### src/rtl/alt_vipvfr131_common_mode_encoder.sv
// Registered one-hot to 1-based binary mode encoder with valid/ready flow control and malformed-vector flags.
// Optional change counter: define ALT_VIPVFR131_MODE_ENCODER_CHANGE_COUNT_EN to add the change_count port.
module alt_vipvfr131_common_mode_encoder #(
    parameter int NO_OF_MODES      = 3,
    parameter int LOG2_NO_OF_MODES = 2,
    parameter int PRIORITY_HIGH    = 0,
    parameter int HOLD_ON_NONE     = 0
) (
    input  logic                        clock,
    input  logic                        reset_n,
    input  logic                        in_valid,
    output logic                        in_ready,
    input  logic [NO_OF_MODES-1:0]      one_hot,
    output logic                        out_valid,
    input  logic                        out_ready,
    output logic [LOG2_NO_OF_MODES-1:0] binary,
    output logic                        multi_hot,
    output logic                        none_hot,
    output logic                        mode_changed,
    output logic                        error_sticky,
    input  logic                        clear_error
`ifdef ALT_VIPVFR131_MODE_ENCODER_CHANGE_COUNT_EN
    ,
    output logic [15:0]                 change_count
`endif
);

    localparam int W = LOG2_NO_OF_MODES;

    logic [NO_OF_MODES-1:0] sel;
    logic [W-1:0]           term [NO_OF_MODES];
    logic [W-1:0]           enc_code;
    logic                   multi_c;
    logic                   none_c;
    logic                   accept;
    logic [W-1:0]           new_code;
    logic                   new_changed;

    logic         out_valid_q, out_valid_d;
    logic [W-1:0] binary_q, binary_d;
    logic         multi_hot_q, multi_hot_d;
    logic         none_hot_q, none_hot_d;
    logic         mode_changed_q, mode_changed_d;
    logic         error_sticky_q, error_sticky_d;
    logic [W-1:0] last_code_q, last_code_d;

    // A set bit survives the mask only if no higher-priority bit is also set.
    genvar g;
    generate
        for (g = 0; g < NO_OF_MODES; g++) begin : g_mask
            if (PRIORITY_HIGH == 0) begin : g_low
                if (g == 0) begin : g_first
                    assign sel[g] = one_hot[g];
                end else begin : g_rest
                    assign sel[g] = one_hot[g] & ~(|one_hot[g-1:0]);
                end
            end else begin : g_high
                if (g == NO_OF_MODES-1) begin : g_first
                    assign sel[g] = one_hot[g];
                end else begin : g_rest
                    assign sel[g] = one_hot[g] & ~(|one_hot[NO_OF_MODES-1:g+1]);
                end
            end
            assign term[g] = sel[g] ? W'(g + 1) : '0;
        end
    endgenerate

    always_comb begin
        enc_code = '0;
        for (int i = 0; i < NO_OF_MODES; i++) begin
            enc_code = enc_code | term[i];
        end
    end

    assign multi_c = |(one_hot & ~sel);
    assign none_c  = ~(|one_hot);

    assign in_ready = !out_valid_q || out_ready;
    assign accept   = in_valid && in_ready;

    always_comb begin
        new_code = enc_code;
        if (none_c) begin
            new_code = (HOLD_ON_NONE != 0) ? last_code_q : '0;
        end
        new_changed = (new_code != last_code_q);

        out_valid_d    = out_valid_q;
        binary_d       = binary_q;
        multi_hot_d    = multi_hot_q;
        none_hot_d     = none_hot_q;
        mode_changed_d = mode_changed_q;
        last_code_d    = last_code_q;
        error_sticky_d = error_sticky_q;

        if (accept) begin
            out_valid_d    = 1'b1;
            binary_d       = new_code;
            multi_hot_d    = multi_c;
            none_hot_d     = none_c;
            mode_changed_d = new_changed;
            if (!(none_c && (HOLD_ON_NONE != 0))) begin
                last_code_d = new_code;
            end
        end else if (out_ready) begin
            out_valid_d = 1'b0;
        end

        if (clear_error) begin
            error_sticky_d = 1'b0;
        end
        if (accept && (multi_c || none_c)) begin
            error_sticky_d = 1'b1;
        end
    end

    always_ff @(posedge clock or negedge reset_n) begin
        if (!reset_n) begin
            out_valid_q    <= 1'b0;
            binary_q       <= '0;
            multi_hot_q    <= 1'b0;
            none_hot_q     <= 1'b0;
            mode_changed_q <= 1'b0;
            error_sticky_q <= 1'b0;
            last_code_q    <= '0;
        end else begin
            out_valid_q    <= out_valid_d;
            binary_q       <= binary_d;
            multi_hot_q    <= multi_hot_d;
            none_hot_q     <= none_hot_d;
            mode_changed_q <= mode_changed_d;
            error_sticky_q <= error_sticky_d;
            last_code_q    <= last_code_d;
        end
    end

`ifdef ALT_VIPVFR131_MODE_ENCODER_CHANGE_COUNT_EN
    logic [15:0] change_count_q, change_count_d;

    // Clear and increment in one cycle leave the count at 1, mirroring set-wins on error_sticky.
    always_comb begin
        change_count_d = change_count_q;
        if (clear_error) begin
            change_count_d = '0;
        end
        if (accept && new_changed && (change_count_d != 16'hFFFF)) begin
            change_count_d = change_count_d + 16'd1;
        end
    end

    always_ff @(posedge clock or negedge reset_n) begin
        if (!reset_n) begin
            change_count_q <= '0;
        end else begin
            change_count_q <= change_count_d;
        end
    end

    assign change_count = change_count_q;
`endif

    assign out_valid    = out_valid_q;
    assign binary       = binary_q;
    assign multi_hot    = multi_hot_q;
    assign none_hot     = none_hot_q;
    assign mode_changed = mode_changed_q;
    assign error_sticky = error_sticky_q;

endmodule

### config.mk
export PLATFORM = sky130hd
export DESIGN_NAME = alt_vipvfr131_common_mode_encoder
export DESIGN_NICKNAME = d
export VERILOG_FILES = /design/src/rtl/alt_vipvfr131_common_mode_encoder.sv
export SDC_FILE = /design/constraint.sdc
export NUM_CORES = 1
export LEC_CHECK = 0
export ABC_CLOCK_PERIOD_IN_PS = 1800
export BUFFER_PORTS_ARGS = -buffer_cell sky130_fd_sc_hd__buf_2
export CAP_MARGIN = 20
export CORE_UTILIZATION = 25
export CTS_CLUSTER_DIAMETER = 50
export DETAILED_ROUTE_END_ITERATION = 8
export PLACE_DENSITY = 0.43
export SYNTH_ARGS = -nofsm -noshare
export SYNTH_HDL_FRONTEND = slang
export SYNTH_SLANG_ARGS = --single-unit
### constraint.sdc
create_clock -name clock -period 1.8 [get_ports clock]
set_clock_uncertainty 0.15 [all_clocks]
set_input_delay 0.27 -clock clock [delete_from_list [all_inputs] [get_ports clock]]
set_output_delay 0.27 -clock clock [all_outputs]
set_load 0.02 [all_outputs]
# [Word level (Yosys, flattened, before mapping)]
# Index checks and enable logic that the tools add are counted.
[totals] n_memories=0 output_inout_bits=8 ram_bits=0 latch_bits=0 mem_bits_ro=0 reg_bits=7 wordCells=34 input_bits=8
[classes] n_eq_ne=1 add_sub_neg=0 muxes=8 reduce_logical=10 bitwise=9 n_div=0 shift=0 multipliers=0 magnitude_cmp=0
[ops] op="2-to-1 mux 2 bit" count=3
[ops] op="OR reduction 3 bit" count=2
[ops] op="2-to-1 mux 1 bit" count=5
[ops] op="nonzero test 2 bit" count=2
[ops] op="AND 3 bit" count=1
[ops] op="inverter 1 bit" count=3
[ops] op="inverter 3 bit" count=1
[ops] op="AND 1 bit" count=2
[ops] op="logical AND 1 bit" count=2
[ops] op="logical OR 1 bit" count=2
[ops] op="inequality test 2 bit" count=1
[ops] op="OR 1 x 2 -> 2 bit" count=1
[ops] op="OR 2 bit" count=1
[ops] op="OR reduction 2 bit" count=1
[ops] op="logical NOT 1 bit" count=1

# [Depth between registers and ports, before layout]
[depth] word_depth=9 ltp_mapped=4 depth_no_buf=3

# [Worst setup path after synthesis]
# No wires, ideal clock.
[synth_path] kind="reg-to-reg" start="reg binary[1] (netlist name)" end="reg mode_changed_q (netlist: mode_changed)" stages_incl_launch_ff=4 period_less_slack_ns=1.598 setup_time_ns=0.084 required_time_ns=1.566 arrival_time_ns=1.364 n_path_buf=0 setup_slack_ns=0.202 cell_sequence="dfrtp_1 > and4b_1 > or4_1 > a41oi_2"
[synth_rtl] element="end signal: assignment" line_no="131" text="mode_changed_q <= mode_changed_d;"
[synth_rtl] element="end: declaration" line_no="43" text="logic mode_changed_q, mode_changed_d;"

==> results.md <==
* Slew of the pin with the lowest slew margin at between 200 and 300 ps
* Fin crit share at 0.871
* CP endpoint kind: flop
* Hold/Removal Path Class: in -> reg
* Dpl ws at 217 ps
* GRT Residual Overflow at 0
* Flops & latches, synth at 7
* Sequential Power Share at 0.422
* Antenna violations before repair at 0
* RePlAce Congestion at around 0.67
* Vias post-DR at 330
* Rel. slew slack at 0.825
* Detailed placement HPWL at between 500 and 600 µm
* Worst R2R End: mode_changed$_DFFE_PN0P_
* Die Wd at about 40 µm
* Crit start category: flop
* Outcome: finished clean
* Slowest stage cell, crit path: or4_1
* Syn Nets at 42
* Sw frac at 0.316
* Synthesis-to-layout area growth at 32.1%
* Commonest cells after routing, fill and taps aside: 15 x buf_2, 7 x dfrtp_1, 4 x mux2_2
* Reg clk slew, reported paths at 50 ps
* TritonCTS Buffers at 3
* Max-cap viol count at 0
* Die Height at slightly above 40 µm
* Post_cts resized at 0
* Min cycle time layout at around 1600 ps
* Final worst slack at approximately 230 ps
* Max VDD drop at 0.343 mV
* Final Max Tran Viols at 0
* DRT antenna net count at 0
* First-pass GRT wire length at 1300 µm
* R2r startpoint: binary[1]$_DFFE_PN0P_
* Final wirelength at roughly 820 µm
* Ant diodes at 0
* Initial Util at 0.278
* Share of layout cells above drive strength 1 at 0.453
* Fraction of registers with async set/reset at 1.00
* Drt via density at between 4 and 5
* Leakage at 0.247 nW
* Data required, critical path at 1820 ps
* Clk buf depth at 2
* CP max FO at 6
* Sequence of cells on the critical path: and4b_1 -> or4_1 -> a41oi_2
* Synth cell types at 18
* CP endpoint: mode_changed$_DFFE_PN0P_
* Global-route usage over all layers at 0.133
* Psw at about 0.00014 W
* Drt first pass iters at 4
* Final setup TNS at 0 ps
* Io pins at 16
* Row count at 13
* Largest net degree at the start of global routing at 9
* Post-synthesis sequential area ratio at 0.473
* Final Non-Filler Cells at just under 70
* CTS tree: built
* Setup violations, final at 0
* RSZ-0062 raised after global routing: false
* Worst R2R Setup Slack at roughly 230 ps
* H-tree lvl count at 1
* Utilization after layout at 0.367
* Post-Syn Area at about 370 µm²
* Kind of critical path: reg -> reg
* Crit path DAT at approximately 1600 ps
* EDFF count, synth at 0
* Clock Latency Late Sink at ~250 ps
* DRT iter0 DRCs at 8
* Layout Nets at 62
* Die area at ~1600 µm²
* Mean Syn Cell Area at between 10 and 15 µm²
* Commonest non-fill, non-tap cell in the layout: buf_2
* # Post-CTS Setup Buffers at 0
* Core Footprint at between 1000 and 1500 µm²
* Top_reg_cell synth: dfrtp_1
* Combinational share of power at 0.264
* CTS Sinks at 7
* Syn Inst Count at 34
* Reg2Reg Depth at 3
* Port Buffers at 15
* Final hold violations at 0
* CTS root buffer: clkbuf_4
* Hold slack at 58.7 ps
* Clock share of power at 0.315
* Max Clock Freq at 0.638 GHz
* # DRC at 0
* Synth Warn # at 0
* Inst Count DP at 63
* Fill count at between 100 and 150
* Pint at between 0.0003 and 0.0004 W
* Critical path launch point: binary[1]$_DFFE_PN0P_
* Slowest stage delay, CP at around 530 ps
* Power per cell area at 936 nW/µm²
* Vias in the first global route at 285
* Avg WL per Cell at between 10 and 15 µm
## cell usage after synthesis, types with 2 or more instances
cell | instances | area share
dfrtp_1 | 7 | 0.47
mux2_2 | 4 | 0.12
a21oi_1 | 3 | 0.041
inv_1 | 3 | 0.030
nor2_1 | 3 | 0.030
nand2b_1 | 2 | 0.034
## power groups by stage
stage | combinational, W | sequential [W] | clock, W
5_1_grt | 0.000132 | 0.000197 | 0.000160
6_report | 0.000121 | 0.000193 | 0.000144
3_5_place_dp | 0.000119 | 0.000196 | 0
3_3_place_gp | 0.000118 | 0.000195 | 0
4_1_cts | 0.000122 | 0.000193 | 0.000152
2_1_floorplan | 0.0000490 | 0.000222 | 0
## cell type report
cell class	instances	area (µm²)	share of cell area
flip-flops and latches	7	175	0.358
multi-input cells	23	173	0.353
inverters	3	11.3	0.0230
clock buffers	4	26.3	0.0537
well taps	15	18.8	0.0384
repair buffers	16	85.1	0.174
## sequential cells by signal, indices dropped and copies added, names as in the netlist
signal,cells
mode_changed,1
none_hot,1
error_sticky,1
binary,2
multi_hot,1
out_valid,1
## metal layers
metal | up-vias | share of wire | track usage
met1 | 157 | 0.50 | 0.154
met3 | 0 | 0.072 | 0.0833
met4 | 0 | 0 | 0.0750
met5 | - | 0 | 0
li1 | 159 | - | -
met2 | 14 | 0.42 | 0.183
## how the worst min path moves through the flow
| stage | startpoint | end | slack, ps | depth (start not counted) |
|---|---|---|---|---|
| floorplan | reset_n | binary[0]$_DFFE_PN0P_ | -180 | 0 |
| global placement | reset_n | binary[0]$_DFFE_PN0P_ | -40 | 1 |
| detailed placement | reset_n | binary[0]$_DFFE_PN0P_ | -30 | 1 |
| CTS | clear_error | error_sticky$_DFFE_PN0P_ | 50 | 2 |
| global route | clear_error | error_sticky$_DFFE_PN0P_ | 50 | 2 |
| finish | clear_error | error_sticky$_DFFE_PN0P_ | 60 | 2 |
## through the flow
| stage | power (W) | instance area [µm²] |
|---|---|---|
| after floorplan | 0.000271 | 370 |
| after global placement | 0.000313 | 453 |
| after detailed placement | 0.000315 | 453 |
| after CTS | 0.000467 | 489 |
| after global routing | 0.000489 | 489 |
| final | 0.000458 | 489 |
## kinds of logic (layout without fill, tap and decap cells)
logic type / after synthesis / in the layout / share of synthesized area
AND/OR/NAND/NOR: 11 / 11 / 0.179
flip-flops: 7 / 7 / 0.473
AO/OA/AOI/OAI: 6 / 6 / 0.115
multiplexers: 5 / 5 / 0.149
buffers and inverters: 4 / 23 / 0.0608
XOR/XNOR: 1 / 1 / 0.0237
## critical path: cells and delay by family, from the launching register on
kind / cells / cell delay (ps)
AO/OA/AOI/OAI: 1 / 190
flip-flops: 1 / 410
AND/OR/NAND/NOR: 2 / 740
## timing repair
action / CTS / global route
hold buffers: 1 / 0
endpoints found under the hold margin: 7 / 0
endpoints found under the setup margin: 0 / 0
Note: power is estimated with default switching activity, not from simulation.
